**src/rtl/audio_sample_fifo.sv**
```systemverilog
// Circular PCM sample FIFO drained by I2S word-clock (AUD_LRCK) edges.
// Define AUDIO_FIFO_MONO_EN to pop on LRCK rising edges only; default pops on both edges.
module audio_sample_fifo #(
  parameter int unsigned DEPTH_LOG2 = 4
) (
  input  logic                AUD_XCK,
  input  logic                reset_n,
  input  logic                clear,
  input  logic [15:0]         wr_data,
  input  logic                wr_valid,
  output logic                wr_ready,
  input  logic                AUD_LRCK,
  output logic [15:0]         audiodata,
  output logic [DEPTH_LOG2:0] level,
  output logic                underrun
);

  localparam int unsigned Depth = 2 ** DEPTH_LOG2;

  typedef logic [DEPTH_LOG2:0] ptr_t;

  logic [15:0] mem_q [Depth];
  ptr_t        wr_ptr_q, wr_ptr_d;
  ptr_t        rd_ptr_q, rd_ptr_d;
  ptr_t        level_q, level_d;
  logic [15:0] audiodata_q, audiodata_d;
  logic        underrun_q, underrun_d;
  logic        lrck_q;

  logic full, empty, lrck_rise, lrck_fall, pop_evt, do_wr, do_rd;

  assign full  = (wr_ptr_q[DEPTH_LOG2] != rd_ptr_q[DEPTH_LOG2]) &&
                 (wr_ptr_q[DEPTH_LOG2-1:0] == rd_ptr_q[DEPTH_LOG2-1:0]);
  assign empty = (wr_ptr_q == rd_ptr_q);

  assign lrck_rise = AUD_LRCK && !lrck_q;
  assign lrck_fall = !AUD_LRCK && lrck_q;

`ifdef AUDIO_FIFO_MONO_EN
  assign pop_evt = lrck_rise;
`else
  assign pop_evt = lrck_rise || lrck_fall;
`endif

  // No write-to-read bypass: a pop on an empty FIFO underruns even if a write lands this cycle.
  assign do_wr = wr_valid && !full;
  assign do_rd = pop_evt && !empty;

  always_comb begin
    wr_ptr_d    = wr_ptr_q;
    rd_ptr_d    = rd_ptr_q;
    level_d     = level_q;
    audiodata_d = audiodata_q;
    underrun_d  = underrun_q;
    if (clear) begin
      wr_ptr_d    = '0;
      rd_ptr_d    = '0;
      level_d     = '0;
      audiodata_d = '0;
      underrun_d  = 1'b0;
    end else begin
      if (do_wr) begin
        wr_ptr_d = wr_ptr_q + ptr_t'(1);
      end
      if (pop_evt) begin
        if (empty) begin
          audiodata_d = '0;
          underrun_d  = 1'b1;
        end else begin
          audiodata_d = mem_q[rd_ptr_q[DEPTH_LOG2-1:0]];
          rd_ptr_d    = rd_ptr_q + ptr_t'(1);
        end
      end
      unique case ({do_wr, do_rd})
        2'b10:   level_d = level_q + ptr_t'(1);
        2'b01:   level_d = level_q - ptr_t'(1);
        default: level_d = level_q;
      endcase
    end
  end

  always_ff @(posedge AUD_XCK or negedge reset_n) begin
    if (!reset_n) begin
      wr_ptr_q    <= '0;
      rd_ptr_q    <= '0;
      level_q     <= '0;
      audiodata_q <= '0;
      underrun_q  <= 1'b0;
      lrck_q      <= 1'b0;
    end else begin
      wr_ptr_q    <= wr_ptr_d;
      rd_ptr_q    <= rd_ptr_d;
      level_q     <= level_d;
      audiodata_q <= audiodata_d;
      underrun_q  <= underrun_d;
      lrck_q      <= AUD_LRCK;
    end
  end

  // Sample storage needs no reset; contents are only read behind valid pointers.
  always_ff @(posedge AUD_XCK) begin
    if (do_wr && !clear) begin
      mem_q[wr_ptr_q[DEPTH_LOG2-1:0]] <= wr_data;
    end
  end

  assign wr_ready  = !full;
  assign audiodata = audiodata_q;
  assign level     = level_q;
  assign underrun  = underrun_q;

endmodule
```
**config.mk**
```make
export PLATFORM = sky130hd
export DESIGN_NAME = audio_sample_fifo
export DESIGN_NICKNAME = d
export VERILOG_FILES = /design/src/rtl/audio_sample_fifo.sv
export SDC_FILE = /design/constraint.sdc
export NUM_CORES = 1
export LEC_CHECK = 0
export ABC_AREA = 1
export BUFFER_PORTS_ARGS = -buffer_cell sky130_fd_sc_hd__buf_2
export CORE_ASPECT_RATIO = 0.8
export CORE_UTILIZATION = 47
export CTS_BUF_LIST = sky130_fd_sc_hd__clkbuf_16
export DETAILED_ROUTE_END_ITERATION = 10
export GPL_TIMING_DRIVEN = 0
export PLACE_DENSITY = 0.68
export SYNTH_ARGS = -nofsm -noshare
export SYNTH_HDL_FRONTEND = slang
export SYNTH_SLANG_ARGS = --single-unit
```
**constraint.sdc**
```tcl
create_clock -name AUD_XCK -period 4.7 [get_ports AUD_XCK]
set_input_delay 0.705 -clock AUD_XCK [delete_from_list [all_inputs] [get_ports AUD_XCK]]
set_output_delay 0.705 -clock AUD_XCK [all_outputs]
set_load 0.01 [all_outputs]
```
==> impl_metrics.yaml <==
power:
  p_leak_nw: 4.64
  power_density_nw_per_um2: 428
  ir_worst_vdd_uv: 384
logic_synthesis:
  ys.flop_type: "edfxtp_1"
  synth_nets: 922
  synth_cell_types: 32
  async_reset_ff_share_pct: 11.4
  synthMuxAreaShare_pct: 0
  synth_adder_area_share_pct: 0.759
  synthSimpleGateAreaFrac_pct: 10.4
  netlist_instances: 894
  yosys_warnings: 0
  synth_top_family_by_area: "compound AO/OA/AOI/OAI gates"
  synth-seq-area-share_pct: 73.8
  synth-compound-area-share_pct: 12.1
  syn_area_sq_um: 11500
  postSynthRegisterBits: 289
  synthXorXnorAreaFrac_pct: 0.304
  synth_edf_count: 256
  synth_area_per_cell_sq_um: 12.9
clock_tree:
  clk_path_buf_depth: 3
  clk_latency_ns: 0.55
  clk_pin_slew_ns: 0.06
  cts_setup_buffers: 0
  cts.repair.resized: 0
  clock-sinks: 289
  postCtsHoldBufs: 0
  cts_made_buffers: 28
  htreeDepth: 1
  cts_root_buffer: "clkbuf_16"
  cts_tree: "yes"
drt:
  viasPerCell: 5.89
  drc: 0
  routed_wl_mm: 30.4
  drt_pass1_iterations: 5
  ant_nets: 0
  dr_total_vias: 7718
  dr.first_iter.drc_count: 1010
  routedWlPerCell_um: 23.2
floorplanning:
  die_w_um: 177
  start_util_pct: 48.5
  dieArea_sq_um: 25200
  fp.coreArea_sq_um: 23800
  row_count: 50
  pin_count: 44
  die_h_um: 142
worst_setup_path:
  crit_slowest_cell: "nor3_2"
  worstSetupPathType: "reg2reg"
  critPathMaxStageDelay_ns: 0.89
  path_max_fanout: 10
  regToRegStartpoint: "rd_ptr_q[0]$_DFFE_PN0P_"
  crit_path_start: "rd_ptr_q[0]$_DFFE_PN0P_"
  critPathArrivalTime_ns: 3.20
  crit_path_end_kind: "flop"
  cp.required_ns: 4.95
  crit_path_start_kind: "flop"
  cp_cell_sequence: "buf_6 -> nand2_1 -> nand2_2 -> nor2_4 -> nand3b_2 -> nand2_4 -> inv_2 -> nand2_1 -> nor3_2 -> buf_6"
  r2r_cells: 10
finish:
  diodes: 0
  syn_to_final_growth_pct: 14.5
  drive_above_1_share_pct: 13.4
  layout.nets: 1009
  fin_area_sq_um: 13200
placement:
  postPlaceCellArea_sq_um: 12400
  gp_congestion: 0.846
  hpwl_mm: 19.9
  io_buffer_count: 43
  pre_cts_slack_ns: 1.74
sta:
  finalHoldViolCount: 0
  max_slew_margin_pct: 25.2
  slew_viol_final: 0
  setup_viol: 0
  fmax_mhz: 339
  fin_tns_setup_ns: 0
  fin_skew_ns: 0.0148
  setup_ws_ns: 1.75
  fin_crit_sh_pct: 62.7
  worstMarginPinSlew_ns: 1.12
  layout_min_cycle_time_ns: 2.95
  rsz0062_at_grt: "false"
status:
  status: "completed"
global_route:
  antenna_found_initial: 1
  grt_use_total_pct: 24.9
  grt_pass1_vias: 7806
  grt_max_degree: 34
  overflow: 0
  grt_pass1_wl_mm: 46.1
worst_hold_path:
  hold_path.class: "in2async"
job:
  drv_cap: 0
final timing paths:
path / to / slack, ns
hold / removal: level[3]$_DFFE_PN0P_ / 0.25
min in group AUD_XCK: lrck_q$_DFF_PN0_ / 0.30
max in group asynchronous: audiodata[3]$_DFFE_PN0P_ / 3.91
setup / recovery: mem_q[11][8]$_DFFE_PP_ / 1.75
hold reg to reg: audiodata[7]$_DFFE_PN0P_ / 0.50
setup reg to reg: mem_q[11][8]$_DFFE_PP_ / 1.75
synthesized netlist by cell type, types with 3 or more instances:
cell | n | area share, %
nand3_2 | 3 | 0.26
nand3_1 | 31 | 1.3
o211ai_1 | 8 | 0.52
inv_1 | 17 | 0.55
nor2_1 | 152 | 4.9
nor3_1 | 8 | 0.35
buf_2 | 5 | 0.22
o221ai_1 | 24 | 1.8
nand2_1 | 76 | 2.5
nand2_4 | 3 | 0.29
o22ai_1 | 41 | 2.2
o21ai_1 | 3 | 0.13
dfrtp_1 | 33 | 7.2
o21ai_0 | 136 | 5.9
nor2_4 | 3 | 0.29
inv_2 | 6 | 0.20
xor2_1 | 3 | 0.23
nand2_2 | 4 | 0.22
buf_1 | 4 | 0.13
a21oi_1 | 3 | 0.13
ha_1 | 7 | 0.76
clkbuf_1 | 43 | 1.4
edfxtp_1 | 256 | 67
a22o_1 | 17 | 1.3
where the power goes:
part | leakage (nW) | switching [W] | internal (W)
Combinational | 1.45 | 0.000548 | 0.000207
Sequential | 2.75 | 0.0000318 | 0.00284
Clock | 0.431 | 0.000926 | 0.00110
worst max-delay path: cells and delay by family, from the launching register on:
kind / cells / cell delay, ns
flip-flops: 1 / 0.57
AND/OR/NAND/NOR: 7 / 1.48
buffers and inverters: 3 / 0.58
stage by stage:
stage	cells	hold WS [ns]	utilization (%)	power, W
final	1311	0.246	55.6	0.00565
after floorplan	894	0.409	-	0.00335
after global placement	1249	0.476	51.1	0.00365
after detailed placement	1263	0.487	52.2	0.00367
after CTS	1311	0.284	55.6	0.00565
after global routing	1311	0.282	55.6	0.00584
state kept, by name, indices dropped and copies added, names as in the netlist:
signal / flops
wr_ptr_q: 5
audiodata: 16
mem_q: 256
lrck_q: 1
rd_ptr_q: 5
underrun: 1
level: 5
cell usage in the layout (no fill, tap or decap), drive strengths merged, types with 3 or more instances in the layout:
cell type / count
edfxtp: 256
nor2: 156
o21ai: 139
nand2: 83
clkbuf: 72
buf: 67
o22ai: 41
nand3: 34
inv: 34
dfrtp: 33
o221ai: 24
a22o: 17
clkinv: 9
o211ai: 8
nor3: 8
ha: 7
xor2: 3
a21oi: 3
cell type report:
| class | instances | area, sq um |
|---|---|---|
| fill | 1925 | 10600 |
| inverter | 24 | 92.6 |
| tap | 312 | 390 |
| clock inverter | 19 | 80.1 |
| sequential | 289 | 8510 |
| timing repair buffer | 57 | 423 |
| buffer | 53 | 213 |
| clock buffer | 29 | 726 |
| multi-input combinational | 528 | 2770 |
metal layers:
layer	share of wire (%)	global-route usage (%)	vias up
li1	-	-	3475
met1	42	36.0	3793
met2	45	37.9	392
met3	11	5.07	58
met4	2.6	7.62	0
met5	0	0	-
cell families after synthesis:
logic type / count (synthesis)
adder cells (fa/ha/maj): 7
XOR/XNOR: 4
buffers and inverters: 77
AND/OR/NAND/NOR: 284
AO/OA/AOI/OAI: 233
flip-flops: 289
No activity file was read; power rests on OpenSTA's default activity.
